### config.mk
export PLATFORM = sky130hd
export DESIGN_NAME = voxel_world_gen
export DESIGN_NICKNAME = d
export VERILOG_FILES = /design/src/rtl/voxel_world_gen.sv
export SDC_FILE = /design/constraint.sdc
export NUM_CORES = 1
export LEC_CHECK = 0
export CAP_MARGIN = 20
export CORE_ASPECT_RATIO = 0.75
export CORE_MARGIN = 3
export CORE_UTILIZATION = 48
export DETAILED_ROUTE_END_ITERATION = 7
export GPL_ROUTABILITY_DRIVEN = 0
export PLACE_DENSITY = 0.88
export SYNTH_ARGS = -nofsm -noshare
export SYNTH_HDL_FRONTEND = slang
export SYNTH_SLANG_ARGS = --single-unit
### constraint.sdc
create_clock -name clk -period 7.1 [get_ports clk]
set_input_delay 0.71 -clock clk [delete_from_list [all_inputs] [get_ports clk]]
set_output_delay 0.71 -clock clk [all_outputs]
set_load 0.01 [all_outputs]
### src/rtl/voxel_world_gen.sv
// ---------------------------------------------------------------------------
// voxel_world_gen
//   Procedural voxel world builder. After an accepted start request it sweeps
//   every cell of a GRID_SIZE^3 volume (x fastest, then y, then z) and emits
//   one 64-bit voxel write per clock. The terrain is a deterministic mix of
//   bedrock, stone, grass, water and air. The completion flag stays high after
//   the sweep so frame sequencing can gate on it.
//
// Handshake: start is level-sampled and is accepted only in IDLE. While busy
//   is high, write_en is high on every cycle, with no gaps, and write_addr and
//   write_data are valid whenever write_en is high. The memory side has no
//   back-pressure.
//
// Ports:
//   clk         in   clock
//   rst_n       in   asynchronous active-low reset
//   start       in   start request, accepted only when not busy
//   busy        out  high while the sweep is in progress
//   done        out  sticky completion flag; cleared by the next accepted start
//   write_addr  out  voxel write address = z*G^2 + y*G + x
//   write_en    out  write strobe, one voxel per cycle
//   write_data  out  voxel word {30'b0, transparent, solid, rgb[23:0], id[7:0]}
// ---------------------------------------------------------------------------
module voxel_world_gen #(
  parameter int GRID_SIZE = 64
) (
  input  logic        clk,
  input  logic        rst_n,
  input  logic        start,
  output logic        busy,
  output logic        done,
  output logic [17:0] write_addr,
  output logic        write_en,
  output logic [63:0] write_data
);

  localparam int AW = $clog2(GRID_SIZE);

  typedef enum logic {
    IDLE = 1'b0,
    RUN  = 1'b1
  } state_e;

  state_e          state_q;
  logic [AW-1:0]   x_q, y_q, z_q;
  logic [AW-1:0]   x_d, y_d, z_d;
  logic            last_cell;
  logic [17:0]     write_addr_d;
  logic [63:0]     write_data_d;

  // Voxel word for one cell. The terrain height uses the 8-voxel column
  // block indices of x and z, which gives a checkerboard of heights 8..15.
  function automatic logic [63:0] voxel_word(input logic [AW-1:0] x,
                                             input logic [AW-1:0] y,
                                             input logic [AW-1:0] z);
    logic [6:0]  h;
    logic [6:0]  yv;
    logic [7:0]  id;
    logic [23:0] rgb;
    logic        solid;
    logic        transp;
    h      = 7'd8 + 7'(x[AW-1:3] ^ z[AW-1:3]);
    yv     = 7'(y);
    id     = 8'd0;
    rgb    = 24'h000000;
    solid  = 1'b0;
    transp = 1'b0;
    if (yv == 7'd0) begin
      id = 8'd1; rgb = 24'h404040; solid = 1'b1;
    end else if (yv < h - 7'd1) begin
      id = 8'd2; rgb = 24'h808080; solid = 1'b1;
    end else if (yv == h - 7'd1) begin
      id = 8'd3; rgb = 24'h30A030; solid = 1'b1;
    end else if (yv < 7'd10) begin
      // Water fills the gap between the ground surface and the water level.
      id = 8'd4; rgb = 24'h2040C0; transp = 1'b1;
    end
    return {30'd0, transp, solid, rgb, id};
  endfunction

  // Next cell in sweep order: x fastest, then y, then z.
  always_comb begin
    x_d = x_q + 1'b1;
    y_d = y_q;
    z_d = z_q;
    if (&x_q) begin
      y_d = y_q + 1'b1;
      if (&y_q) begin
        z_d = z_q + 1'b1;
      end
    end
  end

  assign last_cell    = (&x_q) & (&y_q) & (&z_q);
  // GRID_SIZE is a power of two, so the linear address is a plain concatenation.
  assign write_addr_d = 18'({z_d, y_d, x_d});
  assign write_data_d = voxel_word(x_d, y_d, z_d);

  // Counters always hold the cell whose write is currently presented.
  always_ff @(posedge clk or negedge rst_n) begin
    if (!rst_n) begin
      state_q    <= IDLE;
      x_q        <= '0;
      y_q        <= '0;
      z_q        <= '0;
      busy       <= 1'b0;
      done       <= 1'b0;
      write_en   <= 1'b0;
      write_addr <= '0;
      write_data <= '0;
    end else begin
      case (state_q)
        IDLE: begin
          write_en <= 1'b0;
          if (start) begin
            state_q    <= RUN;
            busy       <= 1'b1;
            done       <= 1'b0;
            x_q        <= '0;
            y_q        <= '0;
            z_q        <= '0;
            write_en   <= 1'b1;
            write_addr <= '0;
            write_data <= voxel_word('0, '0, '0);
          end
        end
        RUN: begin
          if (last_cell) begin
            state_q  <= IDLE;
            busy     <= 1'b0;
            write_en <= 1'b0;
            done     <= 1'b1;
          end else begin
            x_q        <= x_d;
            y_q        <= y_d;
            z_q        <= z_d;
            write_en   <= 1'b1;
            write_addr <= write_addr_d;
            write_data <= write_data_d;
          end
        end
        default: begin
          state_q  <= IDLE;
          busy     <= 1'b0;
          write_en <= 1'b0;
        end
      endcase
    end
  end

endmodule

* After elaboration in Yosys (flattened, before gate mapping)
Index checks and enable logic that the tools add are counted.
** Operators by class
- Multiplexer cells :: 40
- Reduce and logical (&&, ||, !) cells :: 6
- Add/subtract/negate cells :: 5
- Bitwise operators :: 4
- Equality and inequality tests :: 4
- $lt $le $gt $ge :: 2
** Operators by type and width (number)
- 2-to-1 mux 64 bit :: 2
- case mux 64 bit (2 select lines) :: 1
- 2-to-1 mux 24 bit :: 2
- 2-to-1 mux 22 bit :: 2
- 2-to-1 mux 6 bit :: 7
- 2-to-1 mux 18 bit :: 2
- case mux 18 bit (2 select lines) :: 1
- case mux 6 bit (2 select lines) :: 3
- adder 6 x 1 -> 6 bit, second input constant :: 3
- AND reduction 6 bit :: 3
- 2-to-1 mux 1 bit :: 13
- 2-to-1 mux 3 bit :: 4
- equality test 6 x 7 -> 1 bit :: 1
- < comparator 6 x 7 -> 1 bit :: 1
- zero test 6 bit :: 1
- < comparator 6 x 4 -> 1 bit, second input constant :: 1
- case mux 1 bit (2 select lines) :: 3
- subtractor 5 x 1 -> 6 bit, second input constant :: 1
- adder 4 x 3 -> 5 bit, first input constant :: 1
- != test 2 bit, second input constant :: 2
- AND reduction 2 bit :: 2
- bitwise XOR 3 bit :: 1
- AND 1 bit :: 2
- != test 2 x 1 -> 1 bit, second input constant :: 1
- NOT 1 bit :: 1
** Storage, ports and cells
- Input port bits :: 3
- Output and inout port bits :: 85
- Register bits :: 103

* Longest topological paths before layout
- Word-level depth :: 12
- Gate-level depth with buffers :: 13

* Worst setup path after synthesis
No wires, ideal clock.
- Kind :: reg-to-reg
- Start :: register, netlist name write_addr[7]
- End :: register write_data[22]
- Arrival :: 3.045 ns
- Period minus slack after synthesis :: 3.139 ns
- Path slack :: 3.961 ns
- Path buffers :: 0
- Required time :: 7.006 ns
- Library setup time :: 0.094 ns
- Stages on the path, launching flop included :: 14
- Cells stage by stage :: dfrtp_1 > ha_1 > and3_1 > nand4_4 > nor2_1 > and3_2 > xnor2_1 > nor3_1 > ha_1 > nand2_1 > o21ai_1 > nand2_1 > or2_2 > a211oi_1
** RTL lines
- to (signal assigned) :: line 124 : write_data <= voxel_word('0, '0, '0);
- to (signal assigned) :: line 139 : write_data <= write_data_d;
- to (decl) :: line 34 : output logic [63:0] write_data

==> qor.csv <==
stage;metric;value;unit
run_status;status;completed;
clocking;numCtsBuffers;5;
clocking;clkLatencyLatePin;0.29;ns
die;design.die.area;5800;um2
setup_path;crit_path_end_kind;flop;
sta;hold_viol;0;
final_layout;num-fill-cells;393;
clocking;cts_sinks;31;
logic_synthesis;ys_seq_area_share;32.9;%
die;die-width;87.0;um
detailed_routing;wl;5250;um
job;max_cap_viol_count;0;
logic_synthesis;synth.avg_cell_area;8.81;um2
global_routing;grt-ovfl-total;0;
sta;setup_viol;0;
sta;relSlewSlack;53.3;%
global_routing;grt_use_total;18.5;%
clocking;holdBufCountCts;0;
placement;dp_hpwl;3770;um
die;die_y;66.7;um
detailed_routing;ant_nets;0;
clocking;clockBufferDepth;2;
logic_synthesis;syn_inst;268;
clocking;tritoncts;yes;
setup_path;crit_type;reg -> reg;
logic_synthesis;ys_seq_elements;31;
logic_synthesis;async_flop_share;100;%
final_layout;drive_above_1_share;7.67;%
final_layout;antennaDiodeCount;0;
logic_synthesis;synth_top_area_cell;dfrtp_1;
clocking;clkSlewWorstSetupHoldPaths;0.07;ns
sta;tightest_slew;0.701;ns
clocking;cts_setup_buffers;0;
power;irDropWorstVdd;239;uV
power;power_density;346;nW/um2
logic_synthesis;synth_edf_count;0;
final_layout;multi_input_area;1270;um2
final_layout;final_common_cell;conb_1;
detailed_routing;drc;0;
sta;drv_slew;0;
die;start_util;51.3;%
sta;fin_crit_sh;51.7;%
final_layout;final_nets;309;
setup_path;crit_required;7.30;ns
logic_synthesis;yosys_most_used_dff;dfrtp_1;
setup_path;cp.arrival;3.87;ns
logic_synthesis;synth_area_leaders;dfrtp_1 33%, buf_4 18%, o21ai_0 4.7%;
die;rows;21;
setup_path;cp_max_fo;8;
setup_path;cp-start-kind;flop;
logic_synthesis;synth_cell_type_count;55;
logic_synthesis;yosysTopAreaCellShare;32.9;%
logic_synthesis;netlist_area;2360;um2
placement;io_buffer_count;39;
final_layout;final_cell_mix;48 x conb_1, 39 x clkdlybuf4s50_1, 31 x dfrtp_1;
worst_hold_path;hold_class;reg -> reg;
clocking;htree_num_levels;2;
sta;finalCriticalPeriod;3.67;ns
sta;clock_skew;0.00847;ns
detailed_routing;drt_iter0_drc;75;
die;ios;88;
global_routing;grt_first_pass_wirelength;8420;um
power;p_leak;1.21;nW
final_layout;postLayoutCoreUtil;57.7;%
clocking;root_buffer;clkbuf_8;
clocking;cts.repair.resized;0;
global_routing;grt_max_degree;32;
sta;fmax;0.272;GHz
sta;rsz0062_at_grt;no;
sta;fin_tns_setup;0;ns
die;core_area;4600;um2
global_routing;antenna_found_initial;0;
detailed_routing;wl_per_cell;14.7;um
global_routing;grt_pass1_vias;1692;
detailed_routing;first_pass_iters;4;
detailed_routing;via_per_inst;5.32;
final_layout;ff_latch_area;776;um2
final_layout;area_delta_synth_final;12.5;%
logic_synthesis;ys_warn_count;0;
detailed_routing;num_vias;1899;
cell families (layout without fill, tap and decap cells):
family / after synthesis / in the layout / synth area share, %
xor+xnor: 16 / 16 / 5.94
mux: 1 / 1 / 0.424
other cells: 1 / 48 / 0.159
buf+inv: 70 / 55 / 20.8
compound gates: 57 / 57 / 16.8
simple gates: 85 / 85 / 19.4
fa+ha+maj: 7 / 7 / 3.71
flops: 31 / 31 / 32.9
sequential cells by signal (all words and copies together), names as in the netlist:
register / cells
busy: 1
write_data: 10
state_q: 1
done: 1
write_addr: 17
z_q: 1
through the flow:
stage | total power (W) | hold slack, ns | std cells | worst slack, ns | cell area (um2)
floorplan | 0.000595 | 0.414 | 315 | 3.96 | 2540
global placement | 0.000717 | 0.491 | 349 | 3.81 | 2540
detailed placement | 0.000738 | 0.485 | 349 | 3.45 | 2540
CTS | 0.000921 | 0.501 | 357 | 3.45 | 2650
global route | 0.000983 | 0.519 | 357 | 3.20 | 2650
finish | 0.000920 | 0.501 | 357 | 3.43 | 2650
synth_stat cells, types with 2 or more instances:
library cell / instances
xor2_1: 4
and2_1: 2
a31oi_1: 4
a22o_1: 3
nor2b_1: 2
o21ai_0: 22
inv_1: 7
nand3_1: 10
buf_4: 56
o31ai_1: 2
or2_2: 2
nor2_1: 22
clkbuf_1: 3
a21oi_1: 7
xnor2_1: 12
a211oi_1: 3
ha_1: 7
and3_1: 2
a32o_1: 3
buf_6: 2
nand4_1: 3
dfrtp_1: 31
nor3_1: 2
nand2_1: 25
nor3b_1: 2
routing by layer:
layer,GRT usage (%),wire (um)
met5,0,0
met4,5.64,69
met3,4.33,391
met2,27.6,2450
met1,26.4,2330
cell type report:
class                           count  area share (%)
Clock buffer                        5            2.59
Clock inverter                      3            1.65
Inverter                            7           0.990
Multi-Input combinational cell    214            47.9
Sequential cell                    31            29.2
Tap cell                           57            2.69
Timing Repair Buffer               40            15.0
critical path, stage by stage, from the launching register on:
cell	delay, ns
dfrtp_1	0.50
ha_1	0.30
and3_1	0.24
nand4_4	0.17
nor2_1	0.30
and3_2	0.26
xnor2_1	0.17
nor3_1	0.11
ha_1	0.34
nand2_1	0.08
o21ai_1	0.39
nand2_1	0.18
or2_2	0.32
a211oi_1	0.22
power breakdown:
| part | internal [W] | switching, W |
|---|---|---|
| Combinational | 0.000217 | 0.000238 |
| Clock | 0.000104 | 0.0000730 |
| Sequential | 0.000223 | 0.0000637 |
| Total | 0.000544 | 0.000375 |
final timing paths:
check,start,end,slack (ns),cells after the start
max in group asynchronous,rst_n,write_addr[6],5.98,2
min in group asynchronous,rst_n,write_addr[15],0.82,2
max reg2reg,write_addr[6],write_data[22],3.43,13
max,write_addr[6],write_data[22],3.43,13
min reg2reg,write_data[29],write_data[29],0.50,1
min,write_data[29],write_data[29],0.50,1
(Power assumes the default switching activity.)
